--- src/rtl/qam_pkg.sv ---
// Shared QAM-4 definitions used by both the modulator and the demodulator.
// Holds the Gray symbol constants, the constellation amplitude and the hard-decision slicer.
package qam_pkg;

    localparam logic [1:0] QAM4_SYM_PP = 2'b00;   // I>=0, Q>=0
    localparam logic [1:0] QAM4_SYM_NP = 2'b01;   // I<0,  Q>=0
    localparam logic [1:0] QAM4_SYM_NN = 2'b11;   // I<0,  Q<0
    localparam logic [1:0] QAM4_SYM_PN = 2'b10;   // I>=0, Q<0

    localparam int QAM_SYM_W     = 2;
    localparam int QAM_SAMPLE_W  = 32;
    localparam int QAM_DEFAULT_W = 8;

    function automatic int qam_amplitude(input int w);
        return (2 ** w) / 4;
    endfunction

    localparam int QAM_AMPLITUDE = qam_amplitude(QAM_DEFAULT_W);

    // Callers sign-extend their samples to QAM_SAMPLE_W; zero slices as positive.
    function automatic logic [1:0] qam4_slice(
        input logic signed [QAM_SAMPLE_W-1:0] i,
        input logic signed [QAM_SAMPLE_W-1:0] q
    );
        logic [1:0] sym;
        case ({q[QAM_SAMPLE_W-1], i[QAM_SAMPLE_W-1]})
            2'b00:   sym = QAM4_SYM_PP;
            2'b01:   sym = QAM4_SYM_NP;
            2'b11:   sym = QAM4_SYM_NN;
            2'b10:   sym = QAM4_SYM_PN;
            default: sym = QAM4_SYM_PP;
        endcase
        return sym;
    endfunction

endpackage

--- src/rtl/qam_symbol_packer.sv ---
// Packs DEPTH symbols per word (slot 0 in the LSBs) with packet framing,
// followed by a single ready/valid output register stage.
module qam_symbol_packer
    import qam_pkg::*;
#(
    parameter int SYM_W = 2,
    parameter int DEPTH = 16
) (
    input  logic                       clk,
    input  logic                       rst,
    input  logic [SYM_W-1:0]           in_sym,
    input  logic                       in_valid,
    output logic                       in_ready,
    input  logic                       in_sop,
    input  logic                       in_eop,
    output logic [SYM_W*DEPTH-1:0]     out_data,
    output logic                       out_valid,
    input  logic                       out_ready,
    output logic                       out_sop,
    output logic                       out_eop,
    output logic [$clog2(DEPTH)-1:0]   out_empty
);

    localparam int CNT_W  = $clog2(DEPTH);
    localparam int WORD_W = SYM_W * DEPTH;

    logic [CNT_W-1:0]  cnt_r;
    logic [WORD_W-1:0] acc_r;
    logic              sop_pend_r;
    logic [WORD_W-1:0] out_data_r;
    logic              out_valid_r;
    logic              out_sop_r;
    logic              out_eop_r;
    logic [CNT_W-1:0]  out_empty_r;

    logic              accept_s;
    logic [CNT_W-1:0]  slot_s;
    logic [WORD_W-1:0] base_s;
    logic [WORD_W-1:0] word_s;
    logic              last_s;
    logic [CNT_W-1:0]  empty_s;

    assign in_ready = ~rst & (~out_valid_r | out_ready);

    // Next word contents; a sop beat discards any partial word and restarts at slot 0.
    always_comb begin
        accept_s = in_valid & in_ready;
        slot_s   = in_sop ? {CNT_W{1'b0}} : cnt_r;
        base_s   = in_sop ? {WORD_W{1'b0}} : acc_r;
        word_s   = base_s | (WORD_W'(in_sym) << (SYM_W * int'(slot_s)));
        last_s   = (slot_s == CNT_W'(DEPTH - 1)) | in_eop;
        empty_s  = in_eop ? (CNT_W'(DEPTH - 1) - slot_s) : {CNT_W{1'b0}};
    end

    // Accumulator, slot counter and pending-sop flag.
    always_ff @(posedge clk or posedge rst) begin
        if (rst) begin
            cnt_r      <= {CNT_W{1'b0}};
            acc_r      <= {WORD_W{1'b0}};
            sop_pend_r <= 1'b0;
        end else if (accept_s) begin
            if (last_s) begin
                cnt_r      <= {CNT_W{1'b0}};
                acc_r      <= {WORD_W{1'b0}};
                sop_pend_r <= 1'b0;
            end else begin
                cnt_r      <= slot_s + CNT_W'(1);
                acc_r      <= word_s;
                sop_pend_r <= sop_pend_r | in_sop;
            end
        end
    end

    // Output register: load wins over drain so back-to-back words keep valid high.
    always_ff @(posedge clk or posedge rst) begin
        if (rst) begin
            out_data_r  <= {WORD_W{1'b0}};
            out_valid_r <= 1'b0;
            out_sop_r   <= 1'b0;
            out_eop_r   <= 1'b0;
            out_empty_r <= {CNT_W{1'b0}};
        end else if (accept_s && last_s) begin
            out_data_r  <= word_s;
            out_valid_r <= 1'b1;
            out_sop_r   <= sop_pend_r | in_sop;
            out_eop_r   <= in_eop;
            out_empty_r <= empty_s;
        end else if (out_ready) begin
            out_valid_r <= 1'b0;
        end
    end

    assign out_data  = out_data_r;
    assign out_valid = out_valid_r;
    assign out_sop   = out_sop_r;
    assign out_eop   = out_eop_r;
    assign out_empty = out_empty_r;

endmodule

--- src/rtl/qam_demodulation.sv ---
// QAM-4 hard-decision demodulator: slices each I/Q beat to a Gray symbol and
// packs PIPELINE_DEEPTH symbols per Avalon-ST output word.
module qam_demodulation
    import qam_pkg::*;
#(
    parameter int QAM_STAGE       = 4,
    parameter int MOD_OUT_WIDTH   = 8,
    parameter int PIPELINE_DEEPTH = 16
) (
    input  logic                               clock_clk,
    input  logic                               reset_reset,
    input  logic [2*MOD_OUT_WIDTH-1:0]         asi_in0_data,
    input  logic                               asi_in0_valid,
    output logic                               asi_in0_ready,
    input  logic                               asi_in0_startofpacket,
    input  logic                               asi_in0_endofpacket,
    output logic [2*PIPELINE_DEEPTH-1:0]       aso_out0_data,
    output logic                               aso_out0_valid,
    input  logic                               aso_out0_ready,
    output logic                               aso_out0_startofpacket,
    output logic                               aso_out0_endofpacket,
    output logic [$clog2(PIPELINE_DEEPTH)-1:0] aso_out0_empty
);

    if (QAM_STAGE != 4) begin : g_bad_stage
        $error("qam_demodulation: only QAM_STAGE=4 is supported");
    end
    if (PIPELINE_DEEPTH < 2) begin : g_bad_depth
        $error("qam_demodulation: PIPELINE_DEEPTH must be >= 2");
    end

    logic signed [MOD_OUT_WIDTH-1:0] i_s;
    logic signed [MOD_OUT_WIDTH-1:0] q_s;
    logic [QAM_SYM_W-1:0]            sym_s;

    // Split the beat (I in the upper half) and slice on the sign bits.
    always_comb begin
        i_s   = asi_in0_data[2*MOD_OUT_WIDTH-1:MOD_OUT_WIDTH];
        q_s   = asi_in0_data[MOD_OUT_WIDTH-1:0];
        sym_s = qam4_slice(QAM_SAMPLE_W'(i_s), QAM_SAMPLE_W'(q_s));
    end

    qam_symbol_packer #(
        .SYM_W (QAM_SYM_W),
        .DEPTH (PIPELINE_DEEPTH)
    ) u_packer (
        .clk       (clock_clk),
        .rst       (reset_reset),
        .in_sym    (sym_s),
        .in_valid  (asi_in0_valid),
        .in_ready  (asi_in0_ready),
        .in_sop    (asi_in0_startofpacket),
        .in_eop    (asi_in0_endofpacket),
        .out_data  (aso_out0_data),
        .out_valid (aso_out0_valid),
        .out_ready (aso_out0_ready),
        .out_sop   (aso_out0_startofpacket),
        .out_eop   (aso_out0_endofpacket),
        .out_empty (aso_out0_empty)
    );

endmodule

--- config.mk ---
export PLATFORM = sky130hd
export DESIGN_NAME = qam_demodulation
export DESIGN_NICKNAME = d
export VERILOG_FILES = /design/src/rtl/qam_pkg.sv /design/src/rtl/qam_symbol_packer.sv /design/src/rtl/qam_demodulation.sv
export SDC_FILE = /design/constraint.sdc
export NUM_CORES = 1
export LEC_CHECK = 0
export ABC_AREA = 1
export CAP_MARGIN = 10
export CORE_MARGIN = 2
export CORE_UTILIZATION = 57
export DETAILED_ROUTE_END_ITERATION = 10
export GPL_TIMING_DRIVEN = 1
export PLACE_DENSITY = 0.94
export REMOVE_ABC_BUFFERS = 1
export SYNTH_ARGS = -nofsm -noshare
export SYNTH_HDL_FRONTEND = slang
export SYNTH_SLANG_ARGS = --single-unit
--- constraint.sdc ---
create_clock -name clock_clk -period 3.8 [get_ports clock_clk]
set_input_delay 0.76 -clock clock_clk [delete_from_list [all_inputs] [get_ports clock_clk]]
set_output_delay 0.76 -clock clock_clk [all_outputs]
set_load 0.005 [all_outputs]
Yosys cells after proc, flatten, opt, wreduce, memory -nomap -nowiden
Cells that the tools add are included.
{"block": "word_totals", "inputBits": 22, "elab_cells": 35, "reg_bits": 76, "out_inout_bits": 40}
{"block": "op_classes", "n_addsub": 2, "n_mux": 9, "eq_ne": 4, "shift": 1, "reduce_logical": 3, "bitwise": 8}
{"cell": "$mux 32", "n": 2}
{"cell": "$or 32x32->32", "n": 1}
{"cell": "$shl 2x5->32", "n": 1}
{"cell": "$mux 4", "n": 3}
{"cell": "$pmux 2 s4", "n": 1}
{"cell": "$add 4x1->4 const B", "n": 1}
{"cell": "$eq 2x2->1 const B", "n": 2}
{"cell": "$eq 4x4->1 const B", "n": 1}
{"cell": "$sub 4x4->4 const A", "n": 1}
{"cell": "$mux 1", "n": 3}
{"cell": "$or 1x1->1", "n": 3}
{"cell": "$and 1x1->1", "n": 2}
{"cell": "$eq 2x1->1 const B", "n": 1}
{"cell": "$logic_not 2->1", "n": 1}
{"cell": "$not 1->1", "n": 2}
{"cell": "$reduce_bool 2->1", "n": 1}
{"cell": "$logic_and 1x1->1", "n": 1}

Longest topological paths before layout
{"block": "logic_depth", "ltp_word": 6, "ltp_mapped": 12, "depth_no_buf": 10}

Cells and area by module
Synthesis repeated with hierarchy kept, for this count alone.
{"block": "hier_totals", "cells_unflattened": 467, "area_unflattened_um2": 3544.6}
{"mod": "qam_symbol_packer", "instances": 1, "seq_area_each_um2": 1901.8, "area_per_inst_um2": 3537.1, "cells_per_inst": 465}
{"mod": "qam_demodulation", "instances": 1, "seq_area_each_um2": 0.0, "area_per_inst_um2": 7.5, "cells_per_inst": 2}

Worst setup path after synthesis
No wires, ideal clock.
{"block": "synth_path", "path_kind": "in2reg", "start": "in asi_in0_startofpacket", "end": "reg u_packer.out_empty_r[1], in the netlist u_packer.out_empty[1]", "setup_time_ns": 0.128, "path_slack_ns": 1.794, "n_path_buf": 1, "required_time_ns": 3.672, "arrival_time_ns": 1.878, "stages": 10, "path_cell_list": "inv_2 > nand2_1 > inv_2 > ha_1 > nand3_2 > nand2_4 > nand2_4 > buf_2 > nand2_1 > o21ai_0"}
{"block": "synth_via", "elab_chain_cells": 4, "word_cells_on_any_way": 6, "classes_between": "add/sub: 1; eq/ne: 1; mux: 2; bitwise: 1; reduce/logical: 1"}
{"element": "start: declaration", "line": "qam_demodulation.sv:15", "source": "input logic asi_in0_startofpacket,"}
{"element": "$mux 4 (*)", "line": "qam_symbol_packer.sv:48", "source": "slot_s = in_sop ? {CNT_W{1'b0}} : cnt_r;"}
{"element": "branches (longest 3 deep; another with $sub 4x4->4)"}
{"element": "end signal: assignment", "line": "qam_symbol_packer.sv:81", "source": "out_empty_r <= {CNT_W{1'b0}};"}
{"element": "end signal: assignment", "line": "qam_symbol_packer.sv:87", "source": "out_empty_r <= empty_s;"}
{"element": "end: declaration", "line": "qam_symbol_packer.sv:34", "source": "logic [CNT_W-1:0] out_empty_r;"}
Every way passes the cells marked *.
A chain may end at the register's enable or synchronous reset.

Worst setup path after layout
{"block": "layout_path", "start": "in asi_in0_startofpacket", "end": "reg u_packer.out_data_r[2], in the netlist u_packer.out_data[2]"}
{"block": "layout_via", "elab_chain_cells": 4, "word_cells_on_any_way": 7, "classes_between": "eq/ne: 1; shift: 1; mux: 2; bitwise: 2; reduce/logical: 1"}
{"element": "$mux 4", "line": "qam_symbol_packer.sv:48"}
{"element": "$eq 4x4->1", "line": "qam_symbol_packer.sv:51", "source": "last_s = (slot_s == CNT_W'(DEPTH - 1)) | in_eop;"}
{"element": "$or 1x1->1", "line": "qam_symbol_packer.sv:51"}
{"element": "$logic_and 1x1->1", "line": "qam_symbol_packer.sv:82", "source": "end else if (accept_s && last_s) begin"}
{"element": "end signal: assignment", "line": "qam_symbol_packer.sv:77", "source": "out_data_r <= {WORD_W{1'b0}};"}
{"element": "end signal: assignment", "line": "qam_symbol_packer.sv:83", "source": "out_data_r <= word_s;"}
{"element": "end: declaration", "line": "qam_symbol_packer.sv:30", "source": "logic [WORD_W-1:0] out_data_r;"}
Parallel ways exist; a longest one is shown, timed or not.

==> flow_metrics.tcl <==
set metrics [dict create \
    ys_async_sr_fraction_pct 100 \
    post-cts-setup-buffers 0 \
    max_slew_margin_pct 48.9 \
    yosys.area.top_type "dfrtp_1" \
    end_kind "register" \
    fmax_mhz 337 \
    synthCells 457 \
    period_share_pct 78.0 \
    ys_seq_area_share_pct 53.6 \
    cts_max_level 3 \
    hpwl_um 5090 \
    grt_pass1_vias 3052 \
    dieArea_mm2 0.00687 \
    final_util_pct 71.4 \
    ys_top_cells_by_count "nand2_1 (276), dfrtp_1 (76), nand3_1 (19), buf_2 (17), nand4_1 (17)" \
    final_max_slew_viol_count 0 \
    grt_overflow 0 \
    ant_nets 0 \
    finClkSkew_ps 8.39 \
    start_util_pct 59.5 \
    num_rows 28 \
    arrival_ps 3200 \
    yosys_warnings 0 \
    rsz0062_at_grt "false" \
    min_period_ps 2960 \
    drt-total-wl_um 8150 \
    ys_types 24 \
    cts_root_buf "clkbuf_8" \
    cts_max_path_buffers 2 \
    synth.cell_area_mm2 0.00355 \
    p_per_area_mw_per_mm2 428 \
    synth_top_area_share_pct 53.6 \
    synthTopCellsByArea "dfrtp_1 (54%), nand2_1 (29%), nand4_1 (3.0%), nand3_1 (2.7%), buf_2 (2.4%)" \
    cts.clk_slew.worst_paths_ps 80 \
    tns_ps 0 \
    antenna_found_initial 0 \
    hp-class "reg -> reg" \
    p_leak_nw 2.32 \
    pre_cts_ws_ps 499 \
    maxCapViolCount 0 \
    worstMarginPinSlew_ps 764 \
    setup_viol 0 \
    drive_gt1_share_pct 6.59 \
    numCtsBuffers 9 \
    clkLatencyLatePin_ps 360 \
    tritoncts "yes" \
    synth-seq-cells 76 \
    grt_max_degree 40 \
    cts-resized-gates 0 \
    num_io_pins 62 \
    startpoint_type "input port" \
    crit_type "in -> reg" \
    fin_ws_ps 836 \
    holdBufCountCts 0 \
    vias_per_cell 5.47 \
    via_count 3150 \
    syn_avg_cell_area_um2 7.76 \
    die_w_um 82.9 \
    antenna_cells 0 \
    synth-edff-count 0 \
    synth_ff_type "dfrtp_1" \
    grt_usage_pct 25.3 \
    drtPass1Iterations 5 \
    coreArea_mm2 0.00596 \
    clock_sinks 76 \
    nNetsFinal 519 \
    whs_ps 483 \
    cp_max_fo 32 \
    gp_congestion 0.904 \
    die_h_um 82.9 \
    vdd_drop_max_mv 0.237 \
    grt_first_pass_wirelength_um 14200 \
    hold_viol_final 0 \
    status "completed" \
    routedWlPerCell_um 14.1 \
    required_ps 4040 \
    syn_to_final_growth_pct 19.9 \
    portBuffers 47 \
    drt-initial-drc-count 365 \
    drcViolationCount 0 \
    synth.most_common_cell "nand2_1" \
]
==> state kept, by name, summed over array words and instances (netlist names) <==
register             flops
u_packer.out_data       32
u_packer.cnt_r           4
u_packer.out_empty       4
u_packer.out_sop         1
u_packer.out_eop         1
u_packer.acc_r          32
u_packer.out_valid       1
u_packer.sop_pend_r      1
==> layout by cell type, fill, tap and decap left out <==
cell / Yosys / layout
a21oi_2: 1 / 1
a21oi_4: 1 / 1
buf_4: 3 / 5
bufinv_16: 0 / 3
clkbuf_1: 0 / 1
clkbuf_8: 0 / 11
clkdlybuf4s50_1: 0 / 47
clkinv_1: 1 / 1
clkinv_2: 1 / 2
dfrtp_1: 76 / 76
ha_1: 1 / 1
inv_1: 10 / 9
inv_2: 2 / 3
inv_4: 1 / 1
nand2_1: 276 / 276
nand2_4: 2 / 2
nand3_1: 19 / 19
nand3_2: 1 / 1
nand4_1: 17 / 17
nor2_1: 8 / 8
nor2_4: 2 / 2
nor3_2: 1 / 1
o21ai_0: 9 / 9
o21ai_1: 3 / 3
xor2_1: 1 / 1
==> worst paths after layout <==
| path | end | startpoint | slack [ps] | depth (start not counted) |
|---|---|---|---|---|
| setup / recovery | u_packer.out_data[2] | asi_in0_startofpacket | 840 | 11 |
| hold / removal | u_packer.out_data[4] | u_packer.out_data[4] | 480 | 2 |
| setup reg to reg | u_packer.out_data[2] | u_packer.cnt_r[1] | 1400 | 9 |
| hold reg to reg | u_packer.out_data[4] | u_packer.out_data[4] | 480 | 2 |
| max in group asynchronous | u_packer.acc_r[29] | reset_reset | 2080 | 3 |
| min in group asynchronous | u_packer.out_data[13] | reset_reset | 950 | 2 |
==> per-stage QoR <==
step           power [mW]  instance area, um^2  std cells
2_1_floorplan       0.974                 3400        433
3_3_place_gp         1.06                 4000        560
3_5_place_dp         1.07                 4000        560
4_1_cts              1.83                 4250        576
5_1_grt              1.88                 4250        576
6_report             1.82                 4250        576
==> worst max-delay path, stage by stage <==
cell	delay, ps
clkdlybuf4s50_1	580
inv_2	80
nand2_1	240
inv_2	160
ha_1	260
nand3_2	120
nand2_4	80
nand2_4	230
clkinv_2	420
nand2_1	210
nand2_1	70
==> final cells by class <==
type,count,area [um^2]
inverters,15,60.1
clock buffers,12,155
fillers,443,1700
flip-flops and latches,76,1900
well taps,75,93.8
multi-input cells,342,1440
repair buffers,52,508
clock inverters,4,95.1
==> cells by family after synthesis <==
family | Yosys count | synth area share, %
compound gates | 14 | 2.40
xor+xnor | 1 | 0.247
fa+ha+maj | 1 | 0.353
buf+inv | 39 | 5.79
flops | 76 | 53.6
simple gates | 326 | 37.6
==> power by group <==
part | switching, mW | leakage [nW] | internal (mW) | total (mW)
Combinational | 0.106 | 1.16 | 0.0789 | 0.185
Clock | 0.293 | 0.127 | 0.471 | 0.765
Sequential | 0.0261 | 1.04 | 0.844 | 0.870
==> per-layer routing <==
layer / global-route usage, % / up-vias / share of wire (%)
li1: - / 1497 / -
met1: 34.9 / 1490 / 44
met2: 38.3 / 140 / 47
met3: 4.37 / 23 / 6.2
met4: 13.6 / 0 / 2.7
met5: 0 / - / 0
Power figures use the tool's default switching activity.
